<file path="config.mk">
export PLATFORM = sky130hd
export DESIGN_NAME = uart_rx
export DESIGN_NICKNAME = d
export VERILOG_FILES = /design/src/rtl/uart_rx.sv
export SDC_FILE = /design/constraint.sdc
export NUM_CORES = 1
export LEC_CHECK = 0
export BUFFER_PORTS_ARGS = -buffer_cell sky130_fd_sc_hd__buf_2
export CORE_MARGIN = 4
export CORE_UTILIZATION = 25
export CTS_CLUSTER_SIZE = 20
export DETAILED_ROUTE_END_ITERATION = 6
export PLACE_DENSITY = 0.51
export SYNTH_ARGS = -nofsm -noshare
export SYNTH_HDL_FRONTEND = slang
export SYNTH_SLANG_ARGS = --single-unit
</file>
<file path="constraint.sdc">
create_clock -name clk -period 3.18 [get_ports clk]
set_clock_uncertainty 0.15 [all_clocks]
set_input_delay 0.159 -clock clk [delete_from_list [all_inputs] [get_ports clk]]
set_output_delay 0.159 -clock clk [all_outputs]
set_load 0.02 [all_outputs]
</file>
<file path="src/rtl/uart_rx.sv">
// uart_rx: 8N1 serial receiver with 2-flop input synchronizer, framing-error and busy flags.
// Samples mid-bit by timing from the detected start edge; a held-low line yields one frame_err.
module uart_rx #(
    parameter int CLKS_PER_BIT = 434,
    parameter int HALF_BIT     = CLKS_PER_BIT / 2
) (
    input  logic       clk,
    input  logic       rst,
    input  logic       rx,
    output logic [7:0] data,
    output logic       valid,
    output logic       frame_err,
    output logic       busy
);
    localparam int CW = $clog2(CLKS_PER_BIT);
    localparam logic [CW-1:0] BIT_LAST  = CW'(CLKS_PER_BIT - 1);
    localparam logic [CW-1:0] HALF_LAST = CW'(HALF_BIT - 1);

    typedef enum logic [2:0] {IDLE, START, DATA, STOP, BREAK} state_t;

    state_t        r_state, w_state_nxt;
    logic          r_sync, r_rx_s;
    logic [CW-1:0] r_cnt, w_cnt_nxt;
    logic [2:0]    r_bit_idx, w_bit_idx_nxt;
    logic [7:0]    r_shreg, w_shreg_nxt;
    logic [7:0]    r_data, w_data_nxt;
    logic          r_valid, w_valid_nxt;
    logic          r_ferr, w_ferr_nxt;
    logic          w_bit_end, w_half_end;

    assign w_bit_end  = r_cnt == BIT_LAST;
    assign w_half_end = r_cnt == HALF_LAST;

    // Synchronizer flops reset high so a reset never looks like a start edge.
    always_ff @(posedge clk or posedge rst) begin
        if (rst) begin
            r_sync <= 1'b1;
            r_rx_s <= 1'b1;
        end else begin
            r_sync <= rx;
            r_rx_s <= r_sync;
        end
    end

    always_ff @(posedge clk or posedge rst) begin
        if (rst) begin
            r_state   <= IDLE;
            r_cnt     <= '0;
            r_bit_idx <= '0;
            r_shreg   <= '0;
            r_data    <= '0;
            r_valid   <= 1'b0;
            r_ferr    <= 1'b0;
        end else begin
            r_state   <= w_state_nxt;
            r_cnt     <= w_cnt_nxt;
            r_bit_idx <= w_bit_idx_nxt;
            r_shreg   <= w_shreg_nxt;
            r_data    <= w_data_nxt;
            r_valid   <= w_valid_nxt;
            r_ferr    <= w_ferr_nxt;
        end
    end

    always_comb begin
        w_state_nxt   = r_state;
        w_cnt_nxt     = r_cnt + 1'b1;
        w_bit_idx_nxt = r_bit_idx;
        w_shreg_nxt   = r_shreg;
        w_data_nxt    = r_data;
        w_valid_nxt   = 1'b0;
        w_ferr_nxt    = 1'b0;
        case (r_state)
            IDLE: begin
                w_cnt_nxt = '0;
                if (!r_rx_s) w_state_nxt = START;
            end
            START: begin
                if (w_half_end) begin
                    w_cnt_nxt     = '0;
                    w_bit_idx_nxt = '0;
                    w_state_nxt   = r_rx_s ? IDLE : DATA;
                end
            end
            DATA: begin
                if (w_bit_end) begin
                    w_cnt_nxt     = '0;
                    w_shreg_nxt   = {r_rx_s, r_shreg[7:1]};
                    w_bit_idx_nxt = r_bit_idx + 1'b1;
                    if (r_bit_idx == 3'd7) w_state_nxt = STOP;
                end
            end
            STOP: begin
                if (w_bit_end) begin
                    w_cnt_nxt = '0;
                    if (r_rx_s) begin
                        w_data_nxt  = r_shreg;
                        w_valid_nxt = 1'b1;
                        w_state_nxt = IDLE;
                    end else begin
                        w_ferr_nxt  = 1'b1;
                        w_state_nxt = BREAK;
                    end
                end
            end
            BREAK: begin
                w_cnt_nxt = '0;
                if (r_rx_s) w_state_nxt = IDLE;
            end
            default: w_state_nxt = IDLE;
        endcase
    end

    assign data      = r_data;
    assign valid     = r_valid;
    assign frame_err = r_ferr;
    assign busy      = r_state != IDLE;
endmodule
</file>
Word-level counts from Yosys, hierarchy flattened
Index checks and enable logic that the tools add are counted.
- bits in registers: 35
- input bits: 3
- output and inout bits: 11
- word-level logic and storage cells: 54
- add/subtract/negate cells: 2
- equal/unequal tests: 13
- muxes and demuxes: 21
- reductions and logical operators: 9
- operators by type and width (kind ; count):
    two-way mux 3 bit ; 9
    one-hot mux 9 bit (3 select lines) ; 1
    two-way mux 9 bit ; 2
    one-hot mux 3 bit (5 select lines) ; 1
    inequality test 2 bit, second input constant ; 6
    adder 9 x 1 -> 9 bit, second input constant ; 1
    == test 9 x 8 -> 1 bit, second input constant ; 1
    == test 9 bit, second input constant ; 1
    == test 3 x 2 -> 1 bit, second input constant ; 2
    == test 3 bit, second input constant ; 2
    two-way mux 1 bit ; 6
    one-hot mux 3 bit (2 select lines) ; 1
    AND reduction 3 bit ; 2
    AND reduction 6 bit ; 1
    OR reduction 2 bit ; 2
    adder 3 x 1 -> 3 bit, second input constant ; 1
    == test 3 x 1 -> 1 bit, second input constant ; 1
    zero test 3 bit ; 1
    nonzero test 3 bit ; 1
    two-way mux 2 bit ; 1
    AND reduction 2 bit ; 1
    nonzero test 2 bit ; 1

Logic depth before layout (Yosys ltp)
- depth in word-level cells: 4
- depth in mapped cells: 7
- depth with buffers taken out: 6

Worst setup path before layout
Ideal clock, no wire load.
- kind: register -> register
- from: register r_cnt[1]
- to: register r_data[0] (netlist: data[0])
- library setup time: 125 ps
- arrival time: 1827 ps
- data required time: 2905 ps
- setup slack: 1078 ps
- cell stages (with the launch flop): 7
- path through: dfrtp_1 inv_1 ha_1 nand4b_1 or4_4 nor3_4 mux2_2
- word-level cells in the longest chain between the ends: 2
- ends and longest elaborated chain (what ; line ; RTL):
    from (decl) ; 23 ; logic [CW-1:0] r_cnt, w_cnt_nxt;
    from (signal assigned) ; 56 ; r_cnt <= w_cnt_nxt;
    == test 9 bit ; 31 ; assign w_bit_end = r_cnt == BIT_LAST;
    AND reduction 3 bit (no line) ; n/a ;
    to (signal assigned) ; 59 ; r_data <= w_data_nxt;
    to (decl) ; 26 ; logic [7:0] r_data, w_data_nxt;
Every way passes these cells.
A chain may end at the register's enable or synchronous reset.

Final worst setup path
- from: register r_cnt[1]
- to: register r_data[3] (netlist: data[3])
Same word-level chain as after synthesis.

==> flow_summary.ini <==
[status]
outcome = completed

[route]
ant_nets = 0
wire_per_inst_um = 12.3
drt_iter0_markers = 50
wirelength_um = 2740
via_count = 977
drcViolationCount = 0
avgViaCountPerCell = 4.40
drt_first_pass_iters = 5

[final_layout]
area_delta_synth_final_pct = 15.3
layout_common_cells = dfrtp_1, mux2_2, nor2_1
diodes = 0
nNetsFinal = 154
fin_area_um2 = 1820
register_area_um2 = 878
fill_cells = 642
post_route_cells_drive_above_1_share_pct = 30.6
mostFrequentLayoutCell = dfrtp_1
multi_input_area_um2 = 651

[timing]
whs_ns = 0.206
max_slew_margin_pct = 53.1
slew_viol_final = 0
rsz0062_at_grt = no
hold_viol_final = 0
setup_slack_ns = 0.885
fin_setup_tns_ns = 0
max_freq_ghz = 0.436
finalCritPeriodShare_pct = 72.2
setup_viol = 0
worst_pin_slew_ns = 0.698
layout_min_cycle_time_ns = 2.30

[floorplan]
rows = 28
io_pins = 14
placeableCoreArea_um2 = 6030
start_util_pct = 26.1
die_w_um = 87.4
fp.dieArea_um2 = 7640
die_h_um = 87.4

[synth]
ys_types = 34
syn-num-nets = 136
ys_seq_area_share_pct = 55.8
ys_seq_elements = 35
synth_area_um2 = 1580
yosysWarnings = 0
synth_area_per_cell_um2 = 12.3
synthCells = 128

[critical_path]
critPathArrivalTime_ns = 2.32
cp_slowest_cell = or4_4
crit_required_ns = 3.20
crit_buf_inv = 1
max_stage_delay_ns = 0.46
critical_path_class = register to register
path_max_fanout = 8
critical_path.top_delay_family = simple AND/OR/NAND/NOR gates
worstPathCellList = inv_1 -> ha_1 -> nand4b_1 -> or4_4 -> nor3_4 -> mux2_2
critPathCaptureType = register
startpoint_type = register

[cts]
clock_sinks = 35
insertion_delay_ns = 0.29
cts_tree = done
cts.clk_slew.worst_paths_ns = 0.06
cts_setup_buffers = 0
cts_buffers = 5
ctsLongestPathBuffers = 2
cts_root_buf = clkbuf_8
h-tree-depth = 2

[power_and_ir_drop]
power_density_nw_per_um2 = 424
leakage_nw = 0.888
p_total_mw = 0.769
ir_worst_vdd_uv = 215

[worst_hold_path]
hp-class = register to register

[placed_design]
placed_area_um2 = 1710
place_ws_ns = 0.873
gp_congestion = 0.778
dpl.hpwl_um = 1930
port_buffers = 13

[global_route]
antenna_found_initial = 0
grtUsageTotal_pct = 8.20
grt_first_pass_wirelength_um = 4830
grt_overflow_total = 0
grt_max_degree = 36
grt_pass1_vias = 1008

[run]
maxCapViolCount = 0
==> per-stage QoR <==
| step | util, % | std cells |
|---|---|---|
| 2_1_floorplan | - | 128 |
| 3_3_place_gp | 28.4 | 212 |
| 3_5_place_dp | 28.4 | 212 |
| 4_1_cts | 30.1 | 222 |
| 5_1_grt | 30.1 | 222 |
| 6_report | 30.1 | 222 |
==> cell type report <==
type                    count  share of cell area, %
repair buffers             16                   5.10
well taps                  75                   5.17
clock buffers               7                   4.20
multi-input cells          83                   35.8
flip-flops and latches     35                   48.4
clock inverters             1                  0.276
inverters                   5                   1.03
==> cells in the mapped netlist <==
library cell / number / area [um2]
a22o_1: 2 / 17.5
inv_1: 5 / 18.8
dfrtp_1: 33 / 826
nor4_1: 1 / 6.26
xnor2_1: 3 / 26.3
buf_2: 1 / 5.00
nand2_1: 5 / 18.8
nand4bb_1: 2 / 22.5
nor3_1: 2 / 10.0
a32oi_1: 1 / 8.76
and3_2: 1 / 7.51
nand3_1: 2 / 10.0
nand2b_1: 2 / 12.5
dfstp_2: 2 / 52.6
o21ai_0: 2 / 10.0
ha_1: 5 / 62.6
o221a_2: 1 / 11.3
nor2b_1: 1 / 6.26
clkbuf_1: 3 / 11.3
mux2_2: 17 / 191
or3_1: 1 / 6.26
nor2_1: 14 / 52.6
and2_1: 3 / 18.8
or2_2: 1 / 6.26
nand4_1: 2 / 12.5
or4_1: 1 / 7.51
nand4b_1: 3 / 26.3
nor3b_1: 1 / 7.51
xor2_1: 4 / 35.0
o22ai_1: 2 / 12.5
a21oi_1: 1 / 5.00
buf_6: 1 / 11.3
or4_4: 2 / 22.5
nor3_4: 1 / 16.3
==> per-layer routing <==
metal / global-route usage (%) / up-vias / wire [um]
li1: - / 484 / -
met1: 10.4 / 468 / 1340
met2: 12.1 / 20 / 1230
met3: 3.60 / 5 / 120
met4: 3.35 / 0 / 51
met5: 0 / - / 0
==> where the power goes <==
group	internal, mW	total [mW]	switching [mW]	leakage [nW]
Sequential	0.448	0.449	0.00142	0.467
Combinational	0.00386	0.0136	0.00979	0.378
Clock	0.154	0.307	0.153	0.0422
Total	0.605	0.769	0.164	0.888
==> final timing paths <==
path / startpoint / depth (start not counted) / slack [ns] / to
setup / recovery: r_cnt[1]$_DFF_PP0_ / 6 / 0.88 / data[3]$_DFFE_PP0P_
hold / removal: r_sync$_DFF_PP1_ / 0 / 0.21 / r_rx_s$_DFF_PP1_
setup reg to reg: r_cnt[1]$_DFF_PP0_ / 6 / 0.88 / data[3]$_DFFE_PP0P_
hold reg to reg: r_sync$_DFF_PP1_ / 0 / 0.21 / r_rx_s$_DFF_PP1_
max in group asynchronous: rst / 4 / 2.19 / r_rx_s$_DFF_PP1_
min in group asynchronous: rst / 4 / 0.36 / data[7]$_DFFE_PP0P_
==> logic make-up (layout without fill, tap and decap cells) <==
logic type                 Yosys count  after routing  share of synthesized area (%)
AOI/OAI and AO/OA                    9              9                           4.13
xor gates and xnor gates             7              7                           3.89
adders and majority gates            5              5                           3.97
buffers and inverters               10             29                           2.94
DFF                                 35             35                           55.8
muxes                               17             17                           12.2
and+or+nand+nor                     45             45                           17.2
==> flip-flops by register name, indices dropped and copies added (netlist names) <==
| register | flops |
|---|---|
| data | 8 |
| frame_err | 1 |
| r_bit_idx | 3 |
| r_cnt | 9 |
| r_rx_s | 1 |
| r_shreg | 8 |
| r_state | 3 |
| r_sync | 1 |
| valid | 1 |
==> repair_timing <==
action | CTS | global route
endpoints found under the hold margin | 34 | 0
hold buffers | 2 | 0
resized for setup | 0 | 0
No activity file was read; power rests on OpenSTA's default activity.
